===== config.mk =====
export PLATFORM = sky130hd
export DESIGN_NAME = updown_bounded_counter_flat
export DESIGN_NICKNAME = d
export VERILOG_FILES = /design/src/rtl/updown_bounded_counter_if.sv /design/src/rtl/updown_bounded_counter.sv /design/src/flat_wrapper.sv
export SDC_FILE = /design/constraint.sdc
export NUM_CORES = 1
export LEC_CHECK = 0
export CORE_MARGIN = 1.5
export CORE_UTILIZATION = 40
export CTS_CLUSTER_SIZE = 30
export DETAILED_ROUTE_END_ITERATION = 16
export PLACE_DENSITY_LB_ADDON = 0.15
export SLEW_MARGIN = 20
export SYNTH_ARGS = -nofsm -noshare
export SYNTH_HDL_FRONTEND = slang
export SYNTH_SLANG_ARGS = --single-unit

===== constraint.sdc =====
create_clock -name clk -period 8.49 [get_ports clk]
set_input_delay 1.2735 -clock clk [delete_from_list [all_inputs] [get_ports clk]]
set_output_delay 1.2735 -clock clk [all_outputs]
set_load 0.02 [all_outputs]

===== src/rtl/updown_bounded_counter_if.sv =====
// Control, bound and status signals of the bounded up/down counter.
interface updown_bounded_counter_if #(
  parameter int unsigned BITS      = 8,
  parameter int unsigned STEP_BITS = 4
);
  logic                 enable;
  logic                 clear;
  logic                 load;
  logic                 up;
  logic                 sat_mode;
  logic [BITS-1:0]      D;
  logic [BITS-1:0]      lo;
  logic [BITS-1:0]      hi;
  logic [STEP_BITS-1:0] step;
  logic [BITS-1:0]      Q;
  logic                 tc;
  logic                 at_lo;
  logic                 at_hi;
  logic                 cfg_err;

  modport master (
    output enable, clear, load, up, sat_mode, D, lo, hi, step,
    input  Q, tc, at_lo, at_hi, cfg_err
  );

  modport slave (
    input  enable, clear, load, up, sat_mode, D, lo, hi, step,
    output Q, tc, at_lo, at_hi, cfg_err
  );
endinterface


===== src/rtl/updown_bounded_counter.sv =====
// Up/down counter with runtime bounds [lo, hi], variable step, wrap or saturate
// at the bounds, terminal-count pulse and bound/configuration flags.
module updown_bounded_counter #(
  parameter int unsigned BITS      = 8,
  parameter int unsigned STEP_BITS = 4
) (
  input  logic                    clk,
  input  logic                    reset_n,
  updown_bounded_counter_if.slave bus
);

  logic [BITS-1:0] q_q, q_d;
  logic            tc_q, tc_d;
  logic            cfg_err;
  logic [BITS:0]   step_w;
  logic [BITS:0]   sum;
  logic [BITS:0]   diff;
  logic [BITS:0]   lo_plus_step;

  function automatic logic [BITS-1:0] clamp(input logic [BITS-1:0] v,
                                            input logic [BITS-1:0] l,
                                            input logic [BITS-1:0] h);
    logic [BITS-1:0] r;
    r = v;
    if (v < l) r = l;
    else if (v > h) r = h;
    return r;
  endfunction

  assign cfg_err = bus.lo > bus.hi;

  // Next count and terminal-count: clear > hold > cfg hold > load > count.
  always_comb begin
    q_d          = q_q;
    tc_d         = 1'b0;
    // One extra bit so overshoot past either bound is seen without wraparound.
    step_w       = {{(BITS + 1 - STEP_BITS){1'b0}}, bus.step};
    sum          = {1'b0, q_q} + step_w;
    diff         = {1'b0, q_q} - step_w;
    lo_plus_step = {1'b0, bus.lo} + step_w;
    if (bus.clear) begin
      q_d = bus.lo;
    end else if (!bus.enable || cfg_err) begin
      q_d = q_q;
    end else if (bus.load) begin
      q_d = clamp(bus.D, bus.lo, bus.hi);
    end else if (q_q < bus.lo || q_q > bus.hi) begin
      // Out of range after a bound change or reset: snap back, no step this cycle.
      q_d = clamp(q_q, bus.lo, bus.hi);
    end else if (bus.step == '0) begin
      q_d = q_q;
    end else if (bus.up) begin
      if (sum <= {1'b0, bus.hi}) begin
        q_d = sum[BITS-1:0];
      end else begin
        tc_d = 1'b1;
        q_d  = bus.sat_mode ? bus.hi : bus.lo;
      end
    end else begin
      if ({1'b0, q_q} < lo_plus_step) begin
        tc_d = 1'b1;
        q_d  = bus.sat_mode ? bus.lo : bus.hi;
      end else begin
        q_d = diff[BITS-1:0];
      end
    end
  end

  // Count and terminal-count registers with synchronous active-low reset.
  always_ff @(posedge clk) begin
    if (!reset_n) begin
      q_q  <= '0;
      tc_q <= 1'b0;
    end else begin
      q_q  <= q_d;
      tc_q <= tc_d;
    end
  end

  assign bus.Q       = q_q;
  assign bus.tc      = tc_q;
  assign bus.at_lo   = (q_q == bus.lo);
  assign bus.at_hi   = (q_q == bus.hi);
  assign bus.cfg_err = cfg_err;

endmodule

===== src/flat_wrapper.sv =====
// flat-port wrapper written by rule: the top's interface ports become plain ports
module updown_bounded_counter_flat 
#(
  parameter int unsigned BITS      = 8,
  parameter int unsigned STEP_BITS = 4
)
  (clk, reset_n, bus_enable, bus_clear, bus_load, bus_up, bus_sat_mode, bus_D, bus_lo, bus_hi, bus_step, bus_Q, bus_tc, bus_at_lo, bus_at_hi, bus_cfg_err);
  updown_bounded_counter_if #(.BITS(BITS), .STEP_BITS(STEP_BITS)) bus_i ();
  input  logic clk;
  input  logic reset_n;
  input wire logic [$bits(bus_i.enable)-1:0] bus_enable;
  input wire logic [$bits(bus_i.clear)-1:0] bus_clear;
  input wire logic [$bits(bus_i.load)-1:0] bus_load;
  input wire logic [$bits(bus_i.up)-1:0] bus_up;
  input wire logic [$bits(bus_i.sat_mode)-1:0] bus_sat_mode;
  input wire logic [$bits(bus_i.D)-1:0] bus_D;
  input wire logic [$bits(bus_i.lo)-1:0] bus_lo;
  input wire logic [$bits(bus_i.hi)-1:0] bus_hi;
  input wire logic [$bits(bus_i.step)-1:0] bus_step;
  output wire logic [$bits(bus_i.Q)-1:0] bus_Q;
  output wire logic [$bits(bus_i.tc)-1:0] bus_tc;
  output wire logic [$bits(bus_i.at_lo)-1:0] bus_at_lo;
  output wire logic [$bits(bus_i.at_hi)-1:0] bus_at_hi;
  output wire logic [$bits(bus_i.cfg_err)-1:0] bus_cfg_err;
  assign bus_i.enable = bus_enable;
  assign bus_i.clear = bus_clear;
  assign bus_i.load = bus_load;
  assign bus_i.up = bus_up;
  assign bus_i.sat_mode = bus_sat_mode;
  assign bus_i.D = bus_D;
  assign bus_i.lo = bus_lo;
  assign bus_i.hi = bus_hi;
  assign bus_i.step = bus_step;
  assign bus_Q = bus_i.Q;
  assign bus_tc = bus_i.tc;
  assign bus_at_lo = bus_i.at_lo;
  assign bus_at_hi = bus_i.at_hi;
  assign bus_cfg_err = bus_i.cfg_err;
  updown_bounded_counter #(.BITS(BITS), .STEP_BITS(STEP_BITS)) u_core (.clk(clk), .reset_n(reset_n), .bus(bus_i));
endmodule

==> results of run 1 <==
[area by class of cell]
| class | instances | area [um2] |
|---|---|---|
| Inverter | 33 | 124 |
| Timing Repair Buffer | 46 | 460 |
| Tap cell | 99 | 124 |
| Multi-Input combinational cell | 336 | 2700 |
| Sequential cell | 9 | 180 |
| Clock buffer | 4 | 45.0 |
| Fill cell | 766 | 3650 |
[cells in the mapped netlist, drive strengths merged (3+ instances only)]
master	count	area share
a211o	5	0.014
nand2b	4	0.0082
nand4	11	0.023
fa	3	0.020
inv	33	0.041
mux2i	13	0.043
a21o	7	0.017
o21a	4	0.0099
a221oi	7	0.026
xor2	4	0.012
or2	3	0.0070
clkbuf	4	0.0049
o21ai	22	0.036
nand3	9	0.015
xnor2	12	0.035
nor3	8	0.013
a31oi	9	0.019
and2	3	0.0062
a21oi	29	0.048
nor2	20	0.027
o31a	3	0.0086
o211ai	10	0.025
nand2	16	0.020
a211oi	9	0.022
nor2b	6	0.012
buf	3	0.0066
o22a	4	0.014
and3	7	0.018
o31ai	13	0.032
dfxtp	9	0.059
ha	66	0.27
[tightest hold or removal path, stage by stage (launching register included)]
cell	delay [ns]
dfxtp_1	0.35
o21ai_0	0.18
a31oi_1	0.05
[report_power, final]
group	switching (W)	internal [W]	total, W	leakage (nW)
logic	0.000151	0.000117	0.000269	1.51
clock network	0.0000178	0.0000328	0.0000507	0.0228
registers	0.0000151	0.0000467	0.0000618	0.0746
total	0.000184	0.000197	0.000381	1.61
[worst max-delay path by stage]
stage | endpoint | depth (start not counted) | start
2_1_floorplan | u_core.bus.Q[3] | 14 | bus_step[0]
3_3_place_gp | u_core.bus.Q[3] | 14 | bus_step[1]
3_5_place_dp | u_core.bus.Q[3] | 14 | bus_lo[0]
4_1_cts | u_core.bus.Q[3] | 14 | bus_lo[0]
5_1_grt | u_core.bus.Q[0] | 15 | bus_step[1]
6_report | u_core.bus.Q[3] | 14 | bus_lo[0]
[logic make-up (layout without fill, tap and decap cells)]
group	Yosys count	count (layout)
AO/OA/AOI/OAI	143	143
AND/OR/NAND/NOR	94	94
adder cells (fa/ha/maj)	69	69
buffers and inverters	40	83
XOR/XNOR	16	16
multiplexers	14	14
flip-flops	9	9
[state kept, by name, summed over array words and instances (netlist names)]
signal         count
u_core.bus.Q       8
u_core.bus.tc      1
[routing by layer]
metal  track usage  up-vias  part of all wire
li1              -     1592                 -
met1         0.363     1560              0.45
met2         0.414      156              0.44
met3        0.0262       23             0.081
met4        0.0516        0             0.024
met5             0        -                 0
[stage by stage]
stage          utilization  hold slack, ns  setup slack (ns)
2_1_floorplan            -           0.637              3.93
3_3_place_gp         0.493           0.617              3.09
3_5_place_dp         0.493           0.609              2.99
4_1_cts              0.499           0.618              3.23
5_1_grt              0.499           0.706              2.86
6_report             0.499           0.630              3.19
==> summary.md, run 1 <==
| Metric | Value |
|---|---|
| Outcome | `completed` |
| Antenna violation net count after detailed routing | `0` |
| Synthesized Nets | `489` |
| Synth Area in XOR/XNOR | `0.0461` |
| Drt drc | `0` |
| Syn avg cell area | `7.90 um2` |
| #FFs+latches synth | `9` |
| Slowest Stage Delay on Critical Path | `0.60 ns` |
| Hold Crit Class | `register to register` |
| Mux cell area share after synthesis | `0.0465` |
| Ant diodes | `0` |
| Power Density | `105 mW/mm2` |
| CTS buffer count | `3` |
| Adder-Cell Fraction of Synth Area | `0.291` |
| Worst slew margin | `0.324` |
| Core Rows | `31` |
| Type of destination of the critical path | `register` |
| Vias in the first global route | `3,059` |
| Async set or reset register ratio after synthesis | `0` |
| Post-CTS Hold Buffers | `0` |
| Buffers and inverters on the worst path | `1` |
| Total Wirelength | `10,500 um` |
| GRT Util Overall | `0.255` |
| Iteration-0 DRC Markers | `343` |
| Cells on worst reg2reg path | `13` |
| Post-CTS Resized | `0` |
| Max IR drop VDD | `0.0568 mV` |
| Cell family with most CP delay | `compound AO/OA/AOI/OAI gates` |
| Worst Clk Skew | `0.00221 ns` |
| Dpl cells | `523` |
| Final Hold Fails | `0` |
| Number of post-CTS setup repair buffers | `0` |
| CTS tree | `yes` |
| Pleak | `1.61 nW` |
| DP Area | `0.00359 mm2` |
| DP HPWL | `8570 um` |
| Final-report max-slew violation count | `0` |
| Synth Flop Type | `dfxtp_1` |
| Starting density of the core | `0.417` |
| Post-synthesis cell type count | `67` |
| PortBufs | `46` |
| Most common cell after layout, fill and taps aside | `ha_1` |
| Routed vias/inst | `6.32` |
| Crit share post-route | `0.624` |
| H-tree lvl count | `1` |
| Routed wire length per instance | `20.0 um` |
| Main combinational cell family by area after synthesis | `compound AO/OA/AOI/OAI gates` |
| Total Power | `0.000381 W` |
| EDFF count, synth | `0` |
| First-pass DRT Iterations | `6` |
| Commonest non-fill, non-tap cells in the layout | `ha_1 (66), clkdlybuf4s50_1 (46), inv_1 (33)` |
| Synth warnings | `0` |
| CTS Sinks | `9` |
| Reg-to-Reg End | `u_core.bus.Q[0]` |
| Worst slew pin tran | `1.01 ns` |
| Pin count of the biggest net entering global routing | `22` |
| Synth Area in Simple Gates | `0.167` |
| Die Span Y | `90.2 um` |
| Core Box Area | `0.00729 mm2` |
| Worst-path clk slew | `0.05 ns` |
| WHS Endpoint | `u_core.bus.Q[0]` |
| Fin cells | `527` |
| GPL Wtd Cong | `0.919` |
| Clock latency on the worst-skew pair | `0.23 ns` |
| Maxcap violations | `0` |
| WP data arrival | `5.41 ns` |
| Hold-critical path depth | `2` |
| Root buf cell | `clkbuf_8` |
| Seq/Total Area, Yosys | `0.0592` |
| Syn Inst Count | `385` |
| Crit path required time | `8.61 ns` |
| Worst Path Max Fanout | `8` |
| HP Start | `u_core.bus.Q[0]` |
| # IOs | `47` |
| Flop-to-flop setup slack | `4.32 ns` |
| Final setup vio count | `0` |
| Vias | `3,331` |
| Most used cell, CP | `ha_1` |
| Synth Area in Compound Gates | `0.338` |
| Setup Crit Path Kind | `input pin to register` |
| Mapped Area | `0.00304 mm2` |
| Clock Tree Buf Depth | `2` |
| Max Clk Rate | `189 MHz` |
| Die ar. | `0.00814 mm2` |
| Fin area | `0.00364 mm2` |
| Synth-to-Final Area Change | `19.5%` |
| Share of cells above drive strength 1 | `0.0374` |
| Crit-path cells | `clkdlybuf4s50_1 -> ha_1 -> fa_1 -> a21o_1 -> a21oi_1 -> nor3_1 -> xnor2_1 -> ha_1 -> nand4_1 -> o311ai_2 -> and2_1 -> a211oi_1 -> o31a_1 -> o41a_1` |
| FF-to-FF Start | `u_core.bus.Q[1]` |
| First-pass GRT wire length | `16,500 um` |
| CP Launch Type | `input pin` |
| Grt total ovfl | `0` |
| Tmin final | `5.30 ns` |
| Initial antenna violation count | `0` |
| Final #Nets | `533` |
| Total negative setup slack | `0 ns` |
| Chip Width | `90.2 um` |
| CP max stage cell | `clkdlybuf4s50_1` |
| RSZ-0062 raised after global routing | `false` |
Note: power is estimated with default switching activity, not from simulation.
==> run 2, diff against run 1 <==
==> constraint.sdc (replaced) <==
create_clock -name clk -period 5.2 [get_ports clk]
set_input_delay 0.78 -clock clk [delete_from_list [all_inputs] [get_ports clk]]
set_output_delay 0.78 -clock clk [all_outputs]
set_load 0.02 [all_outputs]
==> run 2 against run 1 <==
Net effect:
- global-route usage rose by 2.3 points
- power grew 70%
- critical path depth rose by 1
- critical path type unchanged
- highest routed layer unchanged
==> summary.md, run 2 (synthesized netlist as in run 1, its figures left out) <==
| Metric | Value |
|---|---|
| Outcome | `completed` |
| Starting density of the core | `0.417 (unchanged)` |
| Type of destination of the critical path | `register` |
| CP Launch Type | `input pin` |
| Pin count of the biggest net entering global routing | `22 (unchanged)` |
| Total negative setup slack | `0 ns (unchanged)` |
| Util after Layout | `0.509 (+0.0103)` |
| Post-CTS Hold Buffers | `0 (unchanged)` |
| CP Depth | `15 (+1)` |
| Cell family with most CP delay | `compound AO/OA/AOI/OAI gates` |
| Core Box Area | `0.00729 mm2 (unchanged)` |
| Vias in the first global route | `3,202 (+4.7%)` |
| Drt drc | `0 (unchanged)` |
| First-pass DRT Iterations | `5 (-1)` |
| Hold Crit Class | `register to register` |
| Final #Nets | `543 (+1.9%)` |
| Seq pwr share | `0.143 (-0.019)` |
| Vias | `3,406 (+2.3%)` |
| Pleak | `1.66 nW (+3.1%)` |
| # IOs | `47 (unchanged)` |
| Routed wire length per instance | `21.2 um (+6.0%)` |
| Worst-path clk slew | `0.05 ns (about the same)` |
| Grt total ovfl | `0 (unchanged)` |
| Total Power | `0.000648 W (+70%)` |
| Hold-critical path depth | `2 (unchanged)` |
| H-tree lvl count | `1 (unchanged)` |
| WP data arrival | `4.90 ns (-0.51 ns)` |
| GRT Util Overall | `0.278 (+0.0228)` |
| Root buf cell | `clkbuf_8` |
| Crit share post-route | `0.908` |
| Most common cell after layout, fill and taps aside | `ha_1` |
| CTS tree | `yes` |
| Tmin final | `4.72 ns` |
| Synth-to-Final Area Change | `22.0%` |
| Buffers and inverters on the worst path | `2 (+1)` |
| Worst Clk Skew | `0.000331 ns (-0.00188 ns)` |
| Core Rows | `31 (unchanged)` |
| Worst slew pin tran | `1.04 ns (+0.0339 ns)` |
| Max Clk Rate | `212 MHz` |
| Clock Tree Buf Depth | `2 (unchanged)` |
| Most used cell, CP | `ha_1` |
| Slowest Stage Delay on Critical Path | `0.52 ns (-0.08 ns)` |
| RSZ-0062 raised after global routing | `false` |
| CTS buffer count | `3 (unchanged)` |
| Setup Crit Path Kind | `input pin to register` |
| First-pass GRT wire length | `17,500 um (+5.9%)` |
| Largest register FFs | `8 (unchanged)` |
| Worst slew margin | `0.301 (-0.0227)` |
| Clock latency on the worst-skew pair | `0.25 ns (+0.02 ns)` |
| Initial antenna violation count | `0 (unchanged)` |
| Iteration-0 DRC Markers | `416 (+21%)` |
| CTS Sinks | `9 (unchanged)` |
| Combinational power share | `0.722 (+0.017)` |
| Die Span Y | `90.2 um (unchanged)` |
| Share of cells above drive strength 1 | `0.0594 (+0.0220)` |
| Final setup vio count | `0 (unchanged)` |
| Cells on worst reg2reg path | `14 (+1)` |
| Dpl cells | `533 (+1.9%)` |
| Crit-path cells | `clkdlybuf4s50_1 -> inv_1 -> ha_1 -> nor3b_1 -> o31ai_1 -> a211oi_1 -> xor2_1 -> ha_1 -> and3_1 -> a221o_1 -> o22ai_1 -> nand2_1 -> a311o_1 -> a211o_1 -> a31oi_1` |
| DP HPWL | `9210 um (+7.4%)` |
| GPL Wtd Cong | `0.973 (+5.9%)` |
| Number of post-CTS setup repair buffers | `0 (unchanged)` |
| Switching Share | `0.490 (+0.00675)` |
| Total Wirelength | `11,400 um (+8.1%)` |
| Net Switching | `0.000318 W (+72%)` |
| Crit path required time | `5.38 ns (-3.23 ns)` |
| CP max stage cell | `clkdlybuf4s50_1` |
| Final-report max-slew violation count | `0 (unchanged)` |
| Max IR drop VDD | `0.0810 mV (+43%)` |
| Maxcap violations | `0 (unchanged)` |
| Post-CTS Resized | `0 (unchanged)` |
| Worst hold slack | `0.641 ns (+0.0112 ns)` |
| Antenna violation net count after detailed routing | `0 (unchanged)` |
| Power Density | `175 mW/mm2 (+67%)` |
| PortBufs | `46 (unchanged)` |
| Die ar. | `0.00814 mm2 (unchanged)` |
| Chip Width | `90.2 um (unchanged)` |
| Final Hold Fails | `0 (unchanged)` |
| Ant diodes | `0 (unchanged)` |
| Fin cells | `537 (+1.9%)` |
| Internal power | `0.000330 W (+68%)` |
| Routed vias/inst | `6.34 (+0.35%)` |
| Worst Path Max Fanout | `9 (+1)` |
| FILL cells | `748 (-2.3%)` |
| Clock network power share | `0.135 (+0.002)` |
| Commonest non-fill, non-tap cells in the layout | `ha_1 (66), clkdlybuf4s50_1 (46), inv_1 (33)` |
[run 2: path summary, 6_finish.rpt]
check	startpoint	end	slack [ns]
worst max-delay path	bus_step[2]	u_core.bus.Q[0]	0.48
worst min-delay path	u_core.bus.Q[0]	u_core.bus.Q[0]	0.64
worst max register to register	u_core.bus.Q[2]	u_core.bus.Q[0]	1.12
worst min register to register	u_core.bus.Q[0]	u_core.bus.Q[0]	0.64
[run 2: power by group through the flow]
stage          clock (W)  sequential [W]  combinational [W]
2_1_floorplan          0       0.0000977           0.000293
3_3_place_gp           0       0.0000938           0.000451
3_5_place_dp           0       0.0000937           0.000459
4_1_cts        0.0000865       0.0000923           0.000462
5_1_grt        0.0000923       0.0000935           0.000513
6_report       0.0000875       0.0000930           0.000468
[run 2: cell type report]
| cell class | instances | area (um2) | area share |
|---|---|---|---|
| inverter | 33 | 124 | 0.0334 |
| clock buffer | 4 | 45.0 | 0.0121 |
| tap | 99 | 124 | 0.0334 |
| multi-input combinational | 336 | 2700 | 0.728 |
| sequential | 9 | 180 | 0.0485 |
| timing repair buffer | 56 | 536 | 0.144 |
[run 2: tightest hold or removal path, stage by stage (launching register included)]
cell	delay [ns]
dfxtp_1	0.36
o21ai_0	0.18
a31oi_1	0.05
[run 2: metrics by stage]
| stage | cell area (um2) | setup WS (ns) |
|---|---|---|
| final | 3710 | 0.481 |
| after global routing | 3710 | 0.226 |
| after CTS | 3710 | 0.492 |
| after detailed placement | 3670 | 0.244 |
| after global placement | 3670 | 0.380 |
| after floorplan | 3040 | 1.13 |
[run 2: per-layer routing]
layer / track usage / up-vias / share of wire
met4: 0.0952 / 0 / 0.032
met2: 0.452 / 174 / 0.45
li1: - / 1610 / -
met3: 0.0516 / 30 / 0.096
met5: 0 / - / 0
met1: 0.366 / 1592 / 0.43
